## config.mk

```make
export PLATFORM = sky130hd
export DESIGN_NAME = fifo_chan_router
export DESIGN_NICKNAME = d
export VERILOG_FILES = /design/src/rtl/fifo_chan_router.sv
export SDC_FILE = /design/constraint.sdc
export NUM_CORES = 1
export LEC_CHECK = 0
export CORE_UTILIZATION = 50
export DETAILED_ROUTE_END_ITERATION = 6
export MAX_ROUTING_LAYER = met4
export PLACE_DENSITY_LB_ADDON = 0.1
export SLEW_MARGIN = 15
export SYNTH_ARGS = -nofsm -noshare
export SYNTH_HDL_FRONTEND = slang
export SYNTH_SLANG_ARGS = --single-unit
```

## constraint.sdc

```tcl
create_clock -name ACLK -period 3.6 [get_ports ACLK]
set_clock_uncertainty 0.2 [all_clocks]
set_input_delay 0.72 -clock ACLK [delete_from_list [all_inputs] [get_ports ACLK]]
set_output_delay 0.72 -clock ACLK [all_outputs]
set_load 0.01 [all_outputs]
```

## src/rtl/fifo_chan_router.sv

```systemverilog
// Routes one master write stream and one master read stream to a set of channel FIFOs.
// Each stream runs its own IDLE/BUSY burst FSM. A burst of length N moves N+1 beats.
// Define FIFO_CHAN_ROUTER_ERR_EN to build in the sticky error register. Without it,
// err_status reads as 0 and err_clr has no effect.
module fifo_chan_router #(
  parameter int unsigned C_M_NUM_CHANNELS = 4,
  parameter int unsigned C_LEN_W          = 8,
  localparam int unsigned C_CH_W = (C_M_NUM_CHANNELS > 2) ? $clog2(C_M_NUM_CHANNELS) : 1
) (
  input  logic                        ACLK,
  input  logic                        ARESETn,
  // write path
  input  logic                        w_start,
  input  logic [C_CH_W-1:0]           w_active_channel,
  input  logic [C_LEN_W-1:0]          w_len,
  input  logic                        m_fifo_wr_en,
  output logic [C_M_NUM_CHANNELS-1:0] fifo_wr_en,
  input  logic [C_M_NUM_CHANNELS-1:0] fifo_full,
  output logic                        m_fifo_wr_ready,
  output logic                        w_busy,
  output logic                        w_done,
  // read path
  input  logic                        r_start,
  input  logic [C_CH_W-1:0]           r_active_channel,
  input  logic [C_LEN_W-1:0]          r_len,
  input  logic                        m_fifo_rd_en,
  output logic [C_M_NUM_CHANNELS-1:0] fifo_rd_en,
  input  logic [C_M_NUM_CHANNELS-1:0] fifo_empty,
  output logic                        m_fifo_rd_valid,
  output logic                        r_busy,
  output logic                        r_done,
  // sticky errors: [3] bad channel, [2] start while busy, [1] dropped read, [0] dropped write
  input  logic                        err_clr,
  output logic [3:0]                  err_status
);

  typedef enum logic {StIdle, StBusy} state_e;

  state_e               r_wr_state, r_rd_state;
  logic [C_CH_W-1:0]    r_wr_ch, r_rd_ch;
  logic [C_LEN_W-1:0]   r_wr_cnt, r_rd_cnt;
  logic                 r_wr_done, r_rd_done;

  logic w_wr_ch_ok, w_rd_ch_ok;
  logic w_wr_sel_full, w_rd_sel_empty;
  logic w_wr_beat, w_rd_beat;

  assign w_wr_ch_ok = 32'(w_active_channel) < C_M_NUM_CHANNELS;
  assign w_rd_ch_ok = 32'(r_active_channel) < C_M_NUM_CHANNELS;

  // The latched channel is always in range because out-of-range starts are never taken.
  assign w_wr_sel_full  = fifo_full[r_wr_ch];
  assign w_rd_sel_empty = fifo_empty[r_rd_ch];

  assign w_busy = (r_wr_state == StBusy);
  assign r_busy = (r_rd_state == StBusy);
  assign w_done = r_wr_done;
  assign r_done = r_rd_done;

  assign w_wr_beat = w_busy & m_fifo_wr_en & ~w_wr_sel_full;
  assign w_rd_beat = r_busy & m_fifo_rd_en & ~w_rd_sel_empty;

  // Write-side handshake and per-channel enable, combinational from the latched channel.
  always_comb begin
    fifo_wr_en      = '0;
    m_fifo_wr_ready = 1'b0;
    if (w_busy) begin
      m_fifo_wr_ready     = ~w_wr_sel_full;
      fifo_wr_en[r_wr_ch] = w_wr_beat;
    end
  end

  // Read-side handshake and per-channel enable, combinational from the latched channel.
  always_comb begin
    fifo_rd_en      = '0;
    m_fifo_rd_valid = 1'b0;
    if (r_busy) begin
      m_fifo_rd_valid     = ~w_rd_sel_empty;
      fifo_rd_en[r_rd_ch] = w_rd_beat;
    end
  end

  // Write burst FSM: counts beats down to zero, then returns to IDLE with a done pulse.
  always_ff @(posedge ACLK or negedge ARESETn) begin
    if (!ARESETn) begin
      r_wr_state <= StIdle;
      r_wr_ch    <= '0;
      r_wr_cnt   <= '0;
      r_wr_done  <= 1'b0;
    end else begin
      r_wr_done <= 1'b0;
      unique case (r_wr_state)
        StIdle: begin
          if (w_start && w_wr_ch_ok) begin
            r_wr_ch    <= w_active_channel;
            r_wr_cnt   <= w_len;
            r_wr_state <= StBusy;
          end
        end
        StBusy: begin
          if (w_wr_beat) begin
            if (r_wr_cnt == '0) begin
              r_wr_state <= StIdle;
              r_wr_done  <= 1'b1;
            end else begin
              r_wr_cnt <= r_wr_cnt - 1'b1;
            end
          end
        end
        default: r_wr_state <= StIdle;
      endcase
    end
  end

  // Read burst FSM: same structure as the write side, gated by channel emptiness.
  always_ff @(posedge ACLK or negedge ARESETn) begin
    if (!ARESETn) begin
      r_rd_state <= StIdle;
      r_rd_ch    <= '0;
      r_rd_cnt   <= '0;
      r_rd_done  <= 1'b0;
    end else begin
      r_rd_done <= 1'b0;
      unique case (r_rd_state)
        StIdle: begin
          if (r_start && w_rd_ch_ok) begin
            r_rd_ch    <= r_active_channel;
            r_rd_cnt   <= r_len;
            r_rd_state <= StBusy;
          end
        end
        StBusy: begin
          if (w_rd_beat) begin
            if (r_rd_cnt == '0) begin
              r_rd_state <= StIdle;
              r_rd_done  <= 1'b1;
            end else begin
              r_rd_cnt <= r_rd_cnt - 1'b1;
            end
          end
        end
        default: r_rd_state <= StIdle;
      endcase
    end
  end

`ifdef FIFO_CHAN_ROUTER_ERR_EN
  logic [3:0] r_err;
  logic [3:0] w_err_set;

  // Error events for this cycle; a bad channel only counts when the FSM could take it.
  always_comb begin
    w_err_set    = '0;
    w_err_set[3] = (w_start & ~w_busy & ~w_wr_ch_ok) | (r_start & ~r_busy & ~w_rd_ch_ok);
    w_err_set[2] = (w_start & w_busy) | (r_start & r_busy);
    w_err_set[1] = m_fifo_rd_en & (~r_busy | w_rd_sel_empty);
    w_err_set[0] = m_fifo_wr_en & (~w_busy | w_wr_sel_full);
  end

  // Sticky flags; a new event in the clear cycle survives the clear.
  always_ff @(posedge ACLK or negedge ARESETn) begin
    if (!ARESETn) begin
      r_err <= '0;
    end else begin
      r_err <= (err_clr ? 4'b0000 : r_err) | w_err_set;
    end
  end

  assign err_status = r_err;
`else
  logic w_unused_err_clr;
  assign w_unused_err_clr = err_clr;
  assign err_status       = 4'b0000;
`endif

endmodule

```

==> summary.md, run 1 <==
| Metric | Value |
|---|---|
| Worst Setup End Kind | primary output |
| Xor-xnor portion of the synthesized cell area | 0% |
| Post-synthesis mux area share | 10.3% |
| I/O pin cnt | 53 |
| Critical path origin | fifo_full[3] |
| Vias in the first global route | 1,560 |
| Seq/Total Area, Yosys | a little over a third |
| Fin. Hold Viols | 0 |
| Crit path capture | fifo_wr_en[3] |
| Setup ws final | 0.170 ns |
| Crit-path max cell delay | 0.53 ns |
| PortBufs | 47 |
| Setup WS pre-CTS | -0.0873 ns |
| Antenna violations before repair | 0 |
| Post-synthesis simple-gate area fraction | about a quarter |
| Chip height | slightly above 60 um |
| Crit path cell chain | clkdlybuf4s50_1 > mux4_2 > nor2_1 > and4_1 > clkdlybuf4s50_1 |
| Area Overhead vs Synth | 31.8% |
| Static Leak | about 0.95 nW |
| DP Wirelength | approximately 3200 um |
| Hold_buf cts | 0 |
| Worst VDD drop | about 0.32 mV |
| CP most frequent cell | clkdlybuf4s50_1 |
| Core ar. | 3150 um^2 |
| Vias | 1,652 |
| Top_reg_cell synth | dfrtp_1 |
| Critical path class | primary input to primary output |
| Final Non-Filler Cells | 274 |
| Synthesized instance count | 184 |
| Final Cell Area | around 2300 um^2 |
| Cell variety after synth | 57 |
| Setup TNS | 0 ns |
| Synth Register Bits | 24 |
| Worst R2R End | r_wr_cnt[6] |
| Mapped Area | 1710 um^2 |
| Post-CTS setup buffers | 0 |
| Met3 Use GR | 3.62% |
| Placement Cell Area | about 2200 um^2 |
| Die area | 3660 um^2 |
| Largest fanout on the critical path | 2 |
| Worst Path Required | between 2 and 3 ns |
| Grt met2 use | 40.5% |
| Yosys warns | 0 |
| Routability cong. | 0.850 |
| FF-to-FF setup slack | 1.34 ns |
| Crit path arrival time | 2.51 ns |
| Fmax | 0.292 GHz |
| Total GRT Usage | 26.1% |
| Placed Instances | between 200 and 300 |
| Avg Cell Area, Syn | 9.30 um^2 |
| Status | finished clean |
| Cells on Worst Hold Path | 1 |
| Nets@finish | 270 |
| Num CTS Buffers | 3 |
| DR iter-0 viols | 94 |
| Worst reg2reg startpoint | w_busy |
| Met1 Usage GRT | 33.8% |
| CTS tree | built |
| Grt total ovfl | 0 |
| Ys async rst share | between 90% and 100% |
| Number of max-cap violations | 0 |
| Slew @ Worst Pin | 0.567 ns |
| Initial Utilization | 54.3% |
| RSZ-0062 raised after global routing | no |
| Die W | around 61 um |
| Reg2Reg Depth | 5 |
| H-tree depth | 1 |
| DR WL/cell | 15.9 um |
| Setup Viol. Count Final | 0 |
| Post-synthesis adder-cell area fraction | 2.92% |
| First-pass GRT wire length | 6960 um |
| Crit-path slowest cell | clkdlybuf4s50_1 |
| Routed Antenna Nets | 0 |
| Clock-pin slew on the worst setup and hold paths | 0.14 ns |
| Min Clock Period, post-route | approximately 3.4 ns |
| Hold crit path type | flop to flop |
| # diodes | 0 |
| Power Dens Cells | 609 nW/um^2 |
| DRT Wirelength | 4350 um |
| Number of flops mapped to enable cells by yosys | 0 |
| Pin count of the biggest net entering global routing | 25 |
| Vias/cell | 6.03 |
| Synth Area in Compound Gates | between 20% and 30% |
| DRC | 0 |
| Max-slew violation count | 0 |
| Layer with the highest usage | met2 |
| Clock Latency Late Sink | 0.33 ns |
| Row cnt | 20 |
| Clock buffer depth | 2 |
| Largest family of logic cells by synthesized area | simple AND/OR/NAND/NOR gates |
| Crit start category | primary input |
| Final period utilization | a little over nine tenths |
| Relative slew slack | slightly above 60% |
| Root buf cell | clkbuf_4 |
| Layout cells sized above 1 | 10.0% |
| Iteration count of the initial detailed-routing pass | 4 |
| Final core utilization | 71.5% |
| CTS sink cnt | 24 |
==> power by group <==
| part | internal (mW) | switching, mW | total [mW] |
|---|---|---|---|
| sequential | 0.372 | 0.150 | 0.523 |
| clock | 0.113 | 0.0898 | 0.203 |
| combinational | 0.331 | 0.317 | 0.649 |
==> cell type report <==
type	instances	area [um^2]
multi-input combinational	141	1010
fill	263	897
sequential	24	601
timing repair buffer	51	497
tap	44	55.1
inverter	10	37.5
clock inverter	1	30.0
clock buffer	3	22.5
==> routing by layer <==
metal | wire (um) | up-vias
met4 | 88 | 0
met3 | 290 | 11
met5 | 0 | -
met2 | 2100 | 72
li1 | - | 790
met1 | 1870 | 779
==> flip-flops by register name, indices dropped and copies added, names as in the netlist <==
name      flops
r_rd_cnt      8
r_wr_cnt      8
r_rd_ch       2
r_wr_ch       2
r_busy        1
r_done        1
w_busy        1
w_done        1
==> what timing repair did <==
item,CTS,global route
setup endpoints to repair,3,0
hold endpoints to repair,0,0
resized for setup,3,0
==> worst max-delay path: cells and delay by family <==
kind,cells,cell delay (ns)
muxes,1,0.49
and+or+nand+nor,2,0.33
buffers and inverters,2,0.97
==> stage by stage <==
step | power, mW | hold WS [ns]
after global placement | 1.12 | 0.318
after detailed placement | 1.17 | 0.339
after CTS | 1.37 | 0.372
after global routing | 1.47 | 0.392
after floorplan | 0.954 | 0.224
final | 1.37 | 0.381
==> synthesized netlist by cell type (5+ instances only) <==
cell      n  area, um^2
a21oi_1   7        35.0
nand2_1  12        45.0
inv_1    10        37.5
mux2i_1   8        80.1
dfrtp_1  24         601
nor2_1   16        60.1
nor3b_1   5        37.5
nor3_1    9        45.0
a31oi_1   6        37.5
==> cell families (layout without fill, tap and decap cells) <==
| group | Yosys count | after routing |
|---|---|---|
| flops | 24 | 24 |
| simple gates | 75 | 75 |
| fa+ha+maj | 4 | 4 |
| mux | 15 | 15 |
| compound gates | 43 | 43 |
| buf+inv | 22 | 65 |
| other cells | 1 | 4 |
==> cells in the final DEF (no fill, tap or decap), drive strengths merged, types with 4 or more instances in the layout <==
| cell | synthesis | final |
|---|---|---|
| clkdlybuf4s50 | 0 | 44 |
| inv | 10 | 10 |
| mux2i | 9 | 9 |
| a31oi | 6 | 6 |
| nand3 | 4 | 4 |
| a22oi | 4 | 4 |
| buf | 7 | 4 |
| nand4 | 4 | 4 |
| and3 | 4 | 4 |
| nor3b | 6 | 6 |
| nor2 | 17 | 17 |
| a21oi | 7 | 7 |
| dfrtp | 24 | 24 |
| mux2 | 5 | 5 |
| nand2 | 12 | 12 |
| conb | 1 | 4 |
| o211ai | 4 | 4 |
| ha | 4 | 4 |
| nor3 | 9 | 9 |
==> worst min path at each step <==
stage,from,endpoint,slack [ns]
2_1_floorplan,ARESETn,r_busy,0.22
3_5_place_dp,r_rd_cnt[1],r_rd_cnt[1],0.34
6_report,r_rd_cnt[1],r_rd_cnt[1],0.38
4_1_cts,r_rd_cnt[1],r_rd_cnt[1],0.37
3_3_place_gp,r_rd_cnt[1],r_rd_cnt[1],0.32
5_1_grt,r_rd_cnt[1],r_rd_cnt[1],0.39
Note: power is estimated with default switching activity, not from simulation.
==> inputs of run 2 (changes only) <==
Clock period 3.6 ns to 4.1 ns, I/O delays scaled along.
==> summary.md, run 2 (same netlist as run 1, synthesis figures left out) <==
| Metric | Value |
|---|---|
| Status | finished clean |
| Fin. Hold Viols | 0 |
| Initial Utilization | 54.3% |
| Largest registers | r_rd_cnt (8), r_wr_cnt (8) |
| Iteration count of the initial detailed-routing pass | 4 |
| Layout cells sized above 1 | 8.85% |
| Max-slew violation count | 0 |
| Placement Cell Area | between 2000 and 2500 um^2 |
| Crit path arrival time | about 2.8 ns |
| Vias/cell | 6.08 |
| Worst Setup End Kind | primary output |
| Core ar. | around 3200 um^2 |
| Post-CTS sizing | 0 |
| Hold crit path type | primary input to asynchronous set/reset pin |
| PortBufs | 47 |
| Hold_buf cts | 0 |
| Power Dens Cells | a little over 500 nW/um^2 |
| Num CTS Buffers | 3 |
| Final Cell Area | 2210 um^2 |
| # diodes | 0 |
| Area of the multi-input gates | 1010 um^2 |
| Static Leak | 0.913 nW |
| Min Clock Period, post-route | 3.86 ns |
| Crit start category | primary input |
| Clock Latency Late Sink | 0.33 ns |
| H-tree depth | 1 |
| Pin count of the biggest net entering global routing | 25 |
| Crit-path slowest cell | clkdlybuf4s50_1 |
| Slew @ Worst Pin | roughly 0.6 ns |
| Nets@finish | 266 |
| Final period utilization | a little over nine tenths |
| Total GRT Usage | 26.2% |
| Clock-pin slew on the worst setup and hold paths | 0.14 ns |
| Relative slew slack | 59.7% |
| Setup Viol. Count Final | 0 |
| DRT Wirelength | 4170 um |
| Vias | between 1,500 and 2,000 |
| Setup TNS | 0 ns |
| Grt total ovfl | 0 |
| Crit path cell chain | clkdlybuf4s50_1 > mux4_2 > or3_4 > nor3b_2 > clkdlybuf4s50_1 |
| DR iter-0 viols | about 100 |
| Register Area | 601 um^2 |
| Fmax | 0.259 GHz |
| Worst VDD drop | 0.278 mV |
| DR WL/cell | approximately 15 um |
| Most common cell after layout, fill and taps aside | clkdlybuf4s50_1 |
| RSZ-0062 raised after global routing | no |
| Post-CTS setup buffers | 0 |
| Routed Antenna Nets | 0 |
| Reg2Reg Depth | 4 |
| Row cnt | 20 |
| Most frequent cells in the layout | clkdlybuf4s50_1, dfrtp_1, nor2_1 |
| Routability cong. | around 0.86 |
| Vias in the first global route | between 1,500 and 2,000 |
| Clock buffer depth | 2 |
| CTS tree | built |
| Critical path class | primary input to primary output |
| Worst Path Required | 3.08 ns |
| Area Overhead vs Synth | 29.0% |
| Root buf cell | clkbuf_4 |
| Crit-path max cell delay | between 0.5 and 0.6 ns |
| Die area | about 3700 um^2 |
| Filler Cell Count | 271 |
| Largest fanout on the critical path | 4 |
| CTS sink cnt | 24 |
| Chip height | between 60 and 70 um |
| First-pass GRT wire length | 6960 um |
| DP Wirelength | 3130 um |
| CP most frequent cell | clkdlybuf4s50_1 |
| I/O pin cnt | 53 |
| Antenna violations before repair | 0 |
| Die W | 60.5 um |
| Number of max-cap violations | 0 |
| DRC | 0 |
==> run 2: metal layers <==
layer,global-route usage (%),routed length (um),vias up
met5,-,0,-
met4,11.0,72,0
met3,5.33,342,10
met2,40.7,2010,88
met1,33.3,1750,765
li1,-,-,779
==> run 2: report_power, final <==
part / internal [mW] / leakage [nW] / switching [mW]
clock: 0.0545 / 0.0210 / 0.0797
sequential: 0.327 / 0.288 / 0.130
combinational: 0.283 / 0.604 / 0.270
==> run 2: layout make-up <==
type / count / area share (%)
well taps: 44 / 2.49
inverters: 10 / 1.70
clock buffers: 4 / 1.64
repair buffers: 47 / 21.1
multi-input cells: 141 / 45.9
flip-flops and latches: 24 / 27.2
==> run 2: worst max-delay path, delay by kind of cell <==
kind                   cells  cell delay [ns]
and+or+nand+nor            2             0.56
muxes                      1             0.48
buffers and inverters      2             0.97
==> run 2: final timing paths <==
check | startpoint | to | slack (ns)
hold / removal | ARESETn | r_wr_ch[1] | 0.24
max in group asynchronous | ARESETn | r_wr_cnt[6] | 3.11
setup / recovery | fifo_full[3] | fifo_wr_en[2] | 0.24
setup reg to reg | w_busy | r_wr_cnt[6] | 1.72
min in group ACLK | r_rd_cnt[0] | r_rd_cnt[0] | 0.37
hold reg to reg | r_rd_cnt[0] | r_rd_cnt[0] | 0.37
==> run 2: through the flow <==
step	utilization [%]	total power, mW	cells	worst slack (ns)	hold WS (ns)
2_1_floorplan	-	0.838	187	1.11	0.305
3_3_place_gp	69.0	0.970	266	0.267	0.318
3_5_place_dp	69.0	1.01	266	0.244	0.340
4_1_cts	70.2	1.14	270	0.235	0.371
5_1_grt	70.0	1.24	270	0.113	0.289
6_report	70.0	1.14	270	0.239	0.240
